## config.mk

```make
export PLATFORM = sky130hd
export DESIGN_NAME = turtle_clock_reset_ctrl_flat
export DESIGN_NICKNAME = d
export VERILOG_FILES = /design/src/rtl/turtle_cpu_pkg.sv /design/src/rtl/turtle_clock_reset_ctrl_if.sv /design/src/rtl/button_debouncer.sv /design/src/rtl/turtle_clock_reset_ctrl.sv /design/src/flat_wrapper.sv
export SDC_FILE = /design/constraint.sdc
export NUM_CORES = 1
export LEC_CHECK = 0
export ABC_AREA = 1
export ABC_CLOCK_PERIOD_IN_PS = 6100
export CORE_ASPECT_RATIO = 1.5
export CORE_MARGIN = 2
export CORE_UTILIZATION = 48
export DETAILED_ROUTE_END_ITERATION = 12
export GPL_TIMING_DRIVEN = 0
export PLACE_DENSITY = 0.66
export SLEW_MARGIN = 20
export SYNTH_ARGS = -nofsm -noshare
export SYNTH_HDL_FRONTEND = slang
export SYNTH_SLANG_ARGS = --single-unit
```

## constraint.sdc

```tcl
create_clock -name clk -period 6.1 [get_ports clk]
set_clock_uncertainty 0.05 [all_clocks]
set_input_delay 1.22 -clock clk [delete_from_list [all_inputs] [get_ports clk]]
set_output_delay 1.22 -clock clk [all_outputs]
set_load 0.01 [all_outputs]
```

## src/rtl/turtle_cpu_pkg.sv

```systemverilog
// Shared types and helpers for the turtle CPU subsystem.
// Holds the front-panel reset FSM state type and counter sizing helpers.
package turtle_cpu_pkg;

  typedef enum logic {RST_HOLD, RST_RUN} rst_state_t;

  localparam int CYCLE_CNT_W = 16;

  // Width of a counter that must hold values 0..max_val, never narrower than 1 bit.
  function automatic int cnt_width(input int max_val);
    return (max_val < 2) ? 1 : $clog2(max_val + 1);
  endfunction

endpackage

```

## src/rtl/turtle_clock_reset_ctrl_if.sv

```systemverilog
// Front-panel bundle between the board inputs, the clock/reset controller and the CPU core.
interface turtle_clock_reset_ctrl_if;
  import turtle_cpu_pkg::*;

  logic                   reset_btn;
  logic                   manual_clk_sw;
  logic                   pulse_clk_btn;
  // cpu_clk_en is a single-cycle strobe with no back-pressure: the core advances on every
  // cycle it is high and must accept it; it is never high while cpu_reset_n is low.
  logic                   cpu_clk_en;
  logic                   cpu_reset_n;
  logic                   manual_mode;
  logic [CYCLE_CNT_W-1:0] cpu_cycle_count;
  rst_state_t             rst_state;

  modport master (
    input  reset_btn, manual_clk_sw, pulse_clk_btn,
    output cpu_clk_en, cpu_reset_n, manual_mode, cpu_cycle_count, rst_state
  );

  modport slave (
    output reset_btn, manual_clk_sw, pulse_clk_btn,
    input  cpu_clk_en, cpu_reset_n, manual_mode, cpu_cycle_count, rst_state
  );

endinterface

```

## src/rtl/button_debouncer.sv

```systemverilog
// Two-flop synchronizer followed by a stability counter for one raw board input.
// The stable value only follows the synchronized input after DEBOUNCE_CYCLES unchanged cycles.
module button_debouncer
  import turtle_cpu_pkg::*;
#(
  parameter int DEBOUNCE_CYCLES = 1_000_000
) (
  input  logic clk,
  input  logic reset,
  input  logic raw_in,
  output logic stable_out
);

  localparam int            CW       = cnt_width(DEBOUNCE_CYCLES);
  localparam logic [CW-1:0] CNT_LAST = CW'(DEBOUNCE_CYCLES - 1);

  logic          sync1_q, sync2_q;
  logic          stable_q, stable_d;
  logic [CW-1:0] cnt_q, cnt_d;

  // The counter restarts from zero whenever the input agrees with the accepted value.
  always_comb begin
    stable_d = stable_q;
    cnt_d    = '0;
    if (sync2_q != stable_q) begin
      if (cnt_q == CNT_LAST) begin
        stable_d = sync2_q;
      end else begin
        cnt_d = cnt_q + 1'b1;
      end
    end
  end

  always_ff @(posedge clk or posedge reset) begin
    if (reset) begin
      sync1_q  <= 1'b0;
      sync2_q  <= 1'b0;
      stable_q <= 1'b0;
      cnt_q    <= '0;
    end else begin
      sync1_q  <= raw_in;
      sync2_q  <= sync1_q;
      stable_q <= stable_d;
      cnt_q    <= cnt_d;
    end
  end

  assign stable_out = stable_q;

endmodule

```

## src/rtl/turtle_clock_reset_ctrl.sv

```systemverilog
// Front-panel clock/reset controller: stretched CPU reset, auto/single-step clock enable
// and an executed-cycle counter, all driven from debounced board inputs.
module turtle_clock_reset_ctrl
  import turtle_cpu_pkg::*;
#(
  parameter int DEBOUNCE_CYCLES   = 1_000_000,
  parameter int RESET_HOLD_CYCLES = 16,
  parameter int AUTO_DIV          = 1
) (
  input  logic                      clk,
  input  logic                      reset,
  turtle_clock_reset_ctrl_if.master bus
);

  localparam int            HW        = cnt_width(RESET_HOLD_CYCLES);
  localparam int            DW        = cnt_width(AUTO_DIV);
  localparam logic [HW-1:0] HOLD_LAST = HW'(RESET_HOLD_CYCLES - 1);
  localparam logic [DW-1:0] DIV_LAST  = DW'(AUTO_DIV - 1);

  logic btn_db, mode_db, step_db;

  button_debouncer #(.DEBOUNCE_CYCLES(DEBOUNCE_CYCLES)) u_reset_btn_db (
    .clk(clk), .reset(reset), .raw_in(bus.reset_btn), .stable_out(btn_db)
  );

  button_debouncer #(.DEBOUNCE_CYCLES(DEBOUNCE_CYCLES)) u_mode_sw_db (
    .clk(clk), .reset(reset), .raw_in(bus.manual_clk_sw), .stable_out(mode_db)
  );

  button_debouncer #(.DEBOUNCE_CYCLES(DEBOUNCE_CYCLES)) u_pulse_btn_db (
    .clk(clk), .reset(reset), .raw_in(bus.pulse_clk_btn), .stable_out(step_db)
  );

  rst_state_t             state_q, state_d;
  logic [HW-1:0]          hold_q, hold_d;
  logic [DW-1:0]          div_q, div_d;
  logic                   step_prev_q;
  logic                   clk_en_q, clk_en_d;
  logic                   rst_n_q, rst_n_d;
  logic [CYCLE_CNT_W-1:0] cycle_cnt_q, cycle_cnt_d;
  logic                   step_rise, auto_fire, stay_run;

  always_comb begin
    state_d = state_q;
    hold_d  = hold_q;
    case (state_q)
      RST_HOLD: begin
        if (btn_db) begin
          hold_d = '0;
        end else if (hold_q == HOLD_LAST) begin
          state_d = RST_RUN;
          hold_d  = '0;
        end else begin
          hold_d = hold_q + 1'b1;
        end
      end
      RST_RUN: begin
        if (btn_db) begin
          state_d = RST_HOLD;
          hold_d  = '0;
        end
      end
    endcase

    rst_n_d   = (state_d == RST_RUN);
    stay_run  = (state_q == RST_RUN) && rst_n_d;
    step_rise = step_db && !step_prev_q;
    auto_fire = (div_q == DIV_LAST);

    // Enable is gated by the next reset state so a reset press kills a pending step at once.
    clk_en_d = stay_run && (mode_db ? step_rise : auto_fire);

    // Parked at zero in manual mode, so every mode change restarts the divider from zero.
    if (!stay_run || mode_db || auto_fire) begin
      div_d = '0;
    end else begin
      div_d = div_q + 1'b1;
    end

    if (!rst_n_d) begin
      cycle_cnt_d = '0;
    end else begin
      cycle_cnt_d = cycle_cnt_q + {{(CYCLE_CNT_W-1){1'b0}}, clk_en_d};
    end
  end

  always_ff @(posedge clk or posedge reset) begin
    if (reset) begin
      state_q     <= RST_HOLD;
      hold_q      <= '0;
      div_q       <= '0;
      step_prev_q <= 1'b0;
      clk_en_q    <= 1'b0;
      rst_n_q     <= 1'b0;
      cycle_cnt_q <= '0;
    end else begin
      state_q     <= state_d;
      hold_q      <= hold_d;
      div_q       <= div_d;
      step_prev_q <= step_db;
      clk_en_q    <= clk_en_d;
      rst_n_q     <= rst_n_d;
      cycle_cnt_q <= cycle_cnt_d;
    end
  end

  assign bus.cpu_clk_en      = clk_en_q;
  assign bus.cpu_reset_n     = rst_n_q;
  assign bus.manual_mode     = mode_db;
  assign bus.cpu_cycle_count = cycle_cnt_q;
  assign bus.rst_state       = state_q;

endmodule

```

## src/flat_wrapper.sv

```systemverilog
// flat-port wrapper written by rule: the top's interface ports become plain ports
module turtle_clock_reset_ctrl_flat import turtle_cpu_pkg::*;
#(
  parameter int DEBOUNCE_CYCLES   = 1_000_000,
  parameter int RESET_HOLD_CYCLES = 16,
  parameter int AUTO_DIV          = 1
)
  (clk, reset, bus_reset_btn, bus_manual_clk_sw, bus_pulse_clk_btn, bus_cpu_clk_en, bus_cpu_reset_n, bus_manual_mode, bus_cpu_cycle_count, bus_rst_state);
  turtle_clock_reset_ctrl_if bus_i ();
  input  logic clk;
  input  logic reset;
  input wire logic [$bits(bus_i.reset_btn)-1:0] bus_reset_btn;
  input wire logic [$bits(bus_i.manual_clk_sw)-1:0] bus_manual_clk_sw;
  input wire logic [$bits(bus_i.pulse_clk_btn)-1:0] bus_pulse_clk_btn;
  output wire logic [$bits(bus_i.cpu_clk_en)-1:0] bus_cpu_clk_en;
  output wire logic [$bits(bus_i.cpu_reset_n)-1:0] bus_cpu_reset_n;
  output wire logic [$bits(bus_i.manual_mode)-1:0] bus_manual_mode;
  output wire logic [$bits(bus_i.cpu_cycle_count)-1:0] bus_cpu_cycle_count;
  output wire logic [$bits(bus_i.rst_state)-1:0] bus_rst_state;
  assign bus_i.reset_btn = bus_reset_btn;
  assign bus_i.manual_clk_sw = bus_manual_clk_sw;
  assign bus_i.pulse_clk_btn = bus_pulse_clk_btn;
  assign bus_cpu_clk_en = bus_i.cpu_clk_en;
  assign bus_cpu_reset_n = bus_i.cpu_reset_n;
  assign bus_manual_mode = bus_i.manual_mode;
  assign bus_cpu_cycle_count = bus_i.cpu_cycle_count;
  assign bus_rst_state = bus_i.rst_state;
  turtle_clock_reset_ctrl #(.DEBOUNCE_CYCLES(DEBOUNCE_CYCLES), .RESET_HOLD_CYCLES(RESET_HOLD_CYCLES), .AUTO_DIV(AUTO_DIV)) u_core (.clk(clk), .reset(reset), .bus(bus_i));
endmodule
```

Word-level counts from Yosys, hierarchy flattened:

Cells that the tools add are included.

* $add $sub $neg: 6
* eq/ne operators: 8
* mux-type cells: 17
* bitwise operators: 2
* reduce and logical (&&, ||, !) cells: 10

Operators by type and width (number)
* two-way mux 20 bit: 6
* adder 20 x 1 -> 20 bit (second input constant): 3
* == test 20 bit (second input constant): 3
* adder 16 x 1 -> 16 bit: 1
* two-way mux 16 bit: 1
* two-way mux 5 bit: 3
* case mux 5 bit (2 select lines): 1
* AND reduction 2 bit: 3
* adder 5 x 1 -> 5 bit (second input constant): 1
* == test 5 x 4 -> 1 bit (second input constant): 1
* two-way mux 1 bit: 5
* logical AND 1 bit: 3
* != test 1 bit: 3
* logical NOT 1 bit: 2
* logical OR 1 bit: 2
* != test 2 bit (second input constant): 1
* NOT 1 bit: 2
* case mux 1 bit (2 select lines): 1
* adder 1 bit (second input constant): 1

* register bits after elaboration: 94
* input bits: 5
* output and inout port bits: 20
* word-level logic and storage cells: 61

Logic depth before layout (Yosys ltp):

* depth after elaboration: 9
* mapped depth: 12
* gate-level depth less buffers: 12

Modules after synthesis:

From an unflattened synthesis, not the netlist that was laid out.

* cells, all modules: 646
* area total of the unflattened synthesis: 5185.0 um2

By module, submodules not included
* button_debouncer: times used 3, cells each 162, area each 1291.2 um2, sequential area each 575.6 um2
* turtle_clock_reset_ctrl: times used 1, cells each 160, area each 1311.3 um2, sequential area each 625.6 um2

Least setup slack after synthesis:

No wires, ideal clock.

* path type: register to output
* from: register u_core.state_q, in the netlist u_core.bus.rst_state
* to: output port bus_rst_state
* arrival: 607 ps
* data required time: 4830 ps
* path slack: 4223 ps
* stages on the path, launching flop included: 2
* path buffers: 1
* cell sequence: dfrtp_1 -> buf_4

RTL lines
* start: declaration: RTL line turtle_clock_reset_ctrl.sv:34 `rst_state_t state_q, state_d;`
* start signal: assignment: RTL line turtle_clock_reset_ctrl.sv:97 `state_q <= state_d;`
* end: declaration: RTL line flat_wrapper.sv:19 `output wire logic [$bits(bus_i.rst_state)-1:0] bus_rst_state;`

No word-level cell between the ends.

Final worst setup path:

* from: register u_core.state_q, in the netlist u_core.bus.rst_state
* to: output port bus_rst_state

No word-level cell between the ends.

==> impl_metrics.py <==
metrics = {
    "clock_network": {
        "post-cts-setup-buffers": 0,
        "htree_num_levels": 3,
        "holdBufCountCts": 0,
        "clk_latency_ns": 0.34,
        "clk_pin_slew_worst_paths_ns": 0.06,
        "cts_tree": "built",
        "clock_path_buffers": 2,
        "cts_buffers": 9,
        "post_cts_resized": 0,
        "cts_root_buffer": "clkbuf_16",
        "cts_sinks": 94,
    },
    "yosys": {
        "syn-cell-area_mm2": 0.004911,
        "synth_compound_area_frac": 0.03389,
        "synthSimpleGateAreaFrac": 0.3465,
        "ys_seq_area_frac": 0.4790,
        "synth_top_family_by_area": "simple AND/OR/NAND/NOR gates",
        "syn-num-nets": 621,
        "ys_ff_latch": 94,
        "ys_types": 36,
        "synth_xor_area_frac": 0.07643,
        "syn_inst": 610,
        "synthMuxAreaShare": 0,
        "syn_area_per_cell_um2": 8.051,
        "synth_adder_area_share": 0.01529,
        "yosys_warnings": 0,
    },
    "worst_setup_path": {
        "worst_r2r_path_depth": 9,
        "r2r-end": "u_core.bus.cpu_cycle_count[14]",
        "crit_family": "buffers and inverters",
        "max_stage_delay_ns": 0.53,
        "path_max_fanout": 7,
        "endpoint_kind": "primary output",
        "timing.setup.critical_path_class": "flop to primary output",
        "regToRegStartpoint": "u_core.u_reset_btn_db.stable_out",
        "r2r_slack_ns": 4.00,
        "crit_slowest_cell": "clkdlybuf4s50_1",
        "required_ns": 4.83,
        "cp_cell_sequence": "buf_4 -> clkdlybuf4s50_1",
        "critical_path_arrival_ns": 1.47,
        "cp_num_buf_inv": 2,
        "startpoint_type": "flop",
    },
    "detailed_routing": {
        "drt_wl_total_um": 9922,
        "drc": 0,
        "viasPerCell": 5.146,
        "first_iter_violations": 259,
        "wl_per_cell_um": 12.92,
        "vias": 3952,
        "ant_nets": 0,
        "dr.pass1.iters": 5,
    },
    "finish": {
        "area_growth_pct": 15.08,
        "final_nets": 657,
        "drive_above_1_share": 0.07988,
        "multi_input_area_mm2": 0.002322,
        "fin_cells": 768,
        "regArea_mm2": 0.002352,
        "final_area_mm2": 0.005652,
        "fillers": 929,
        "diodes": 0,
    },
    "sta": {
        "maxSlewViolCount": 0,
        "hold_viol": 0,
        "setup_viol": 0,
        "fmax_ghz": 0.3646,
        "finalCriticalPeriod_ns": 2.742,
        "rsz0062_at_grt": "false",
        "period_share": 0.4496,
        "fin_setup_tns_ns": 0,
    },
    "floorplan": {
        "start_util": 0.4900,
        "coreArea_mm2": 0.01002,
        "io_pins": 25,
        "rows": 45,
        "die_w_um": 86.59,
        "die_y_um": 127.9,
        "die-area_mm2": 0.01107,
    },
    "place": {
        "dpl-instance-area_mm2": 0.005330,
        "portBuffers": 24,
        "gp_congestion": 0.9292,
        "dpl.hpwl_um": 7237,
        "place_inst": 752,
    },
    "flow_run": {
        "drv_cap": 0,
    },
    "global_route": {
        "grt_max_degree": 65,
        "grt-ovfl-total": 0,
        "grt_util_all_layers": 0.1947,
        "antenna_found_initial": 0,
        "grt_pass1_wl_um": 17260,
        "grt_pass1_vias": 3896,
    },
    "min_path": {
        "hold_start": "u_core.u_pulse_btn_db.sync1_q",
        "worstHoldPathType": "flop to flop",
        "hold_path_end": "u_core.u_pulse_btn_db.sync2_q",
        "hold_depth": 0,
    },
    "power_and_ir_drop": {
        "power_density_mw_per_mm2": 249.4,
        "leakage_uw": 0.002455,
        "irDropWorstVdd_mv": 0.1768,
    },
    "outcome": {
        "status": "complete, no violations",
    },
}
-- kinds of logic after synthesis --
kind of cell | Yosys count
simple gates | 378
flops | 94
buf+inv | 60
xor+xnor | 42
compound gates | 29
fa+ha+maj | 6
other cells | 1
-- through the flow --
step	worst slack (ns)	hold slack, ns	util	power [uW]
after floorplan	2.381	0.2812	-	767.8
after global placement	0.9424	0.2828	0.5286	829.0
after detailed placement	3.707	0.2919	0.5318	837.0
after CTS	3.330	0.3060	0.5639	1429
after global routing	3.296	0.3127	0.5639	1467
final	3.358	0.3045	0.5639	1409
-- area by class of cell --
type                       instances  share of cell area
buffer                             2            0.003321
timing repair buffer              25             0.04738
tap                              117             0.02590
clock inverter                     2            0.006642
sequential                        94              0.4162
clock buffer                      14             0.05025
multi-input combinational        456              0.4109
inverter                          58             0.03941
-- placed cells by master (no fill, tap or decap), drive strengths merged --
cell and n:
o211a 1, clkdlybuf4s50 24, clkinvlp 1, nand3 62, and2 4, bufinv 1
nor3 12, xnor2 15, nor4 1, buf 3, o21ai 11, a21oi 16
nand2 128, nand4 8, nor2 157, and3 1, conb 1, clkbuf 14
inv 58, nor3b 1, dfrtp 94, xor2 27, nand3b 4, a31oi 1
ha 6
-- power breakdown --
part | internal (uW) | total (uW) | switching, uW
Sequential | 651 | 681 | 29.5
Combinational | 67.0 | 142 | 75.0
Clock | 363 | 587 | 224
Total | 1080 | 1410 | 329
-- layer usage --
metal / global-route usage / vias up / part of all wire
met2: 0.3548 / 54 / 0.55
met5: 0 / - / 0
met1: 0.2235 / 1878 / 0.41
met4: 0.07721 / 0 / 0.019
li1: - / 2007 / -
met3: 0.03155 / 13 / 0.021
-- synth_stat cells (all sizes together) --
| master | n | area [um^2] |
|---|---|---|
| a21oi | 16 | 95.10 |
| a31oi | 1 | 6.260 |
| and2 | 4 | 25.02 |
| and3 | 1 | 6.260 |
| buf | 2 | 18.77 |
| conb | 1 | 3.750 |
| dfrtp | 94 | 2352 |
| ha | 6 | 75.07 |
| inv | 58 | 217.7 |
| nand2 | 128 | 500.5 |
| nand3 | 62 | 332.8 |
| nand3b | 4 | 30.03 |
| nand4 | 8 | 56.30 |
| nor2 | 157 | 639.4 |
| nor3 | 12 | 86.34 |
| nor3b | 1 | 18.77 |
| nor4 | 1 | 6.260 |
| o211a | 1 | 10.01 |
| o21ai | 11 | 55.05 |
| xnor2 | 15 | 131.4 |
| xor2 | 27 | 244.0 |
-- state kept, by name, summed over array words and instances (netlist names) --
| name | cells |
|---|---|
| u_core.u_pulse_btn_db.sync1_q | 1 |
| u_core.u_pulse_btn_db.cnt_q | 20 |
| u_core.u_mode_sw_db.cnt_q | 20 |
| u_core.u_reset_btn_db.sync2_q | 1 |
| u_core.u_reset_btn_db.sync1_q | 1 |
| u_core.u_reset_btn_db.cnt_q | 20 |
| u_core.bus.cpu_clk_en | 1 |
| u_core.step_prev_q | 1 |
| u_core.bus.cpu_cycle_count | 16 |
| u_core.u_mode_sw_db.sync1_q | 1 |
| u_core.u_mode_sw_db.stable_out | 1 |
| u_core.u_mode_sw_db.sync2_q | 1 |
| u_core.div_q | 1 |
| u_core.u_pulse_btn_db.stable_out | 1 |
| u_core.u_reset_btn_db.stable_out | 1 |
| u_core.hold_q | 5 |
| u_core.u_pulse_btn_db.sync2_q | 1 |
| u_core.bus.rst_state | 1 |
-- worst max-delay path by stage --
stage	startpoint	depth (start not counted)	end	slack, ns
after floorplan	reset	1	u_core.bus.cpu_clk_en	2.38
after global placement	reset	2	u_core.u_mode_sw_db.cnt_q[15]	0.94
after detailed placement	u_core.bus.rst_state	2	bus_rst_state	3.71
after CTS	u_core.bus.rst_state	2	bus_rst_state	3.33
after global routing	u_core.bus.rst_state	2	bus_rst_state	3.30
final	u_core.bus.rst_state	2	bus_rst_state	3.36
(Power assumes the default switching activity.)
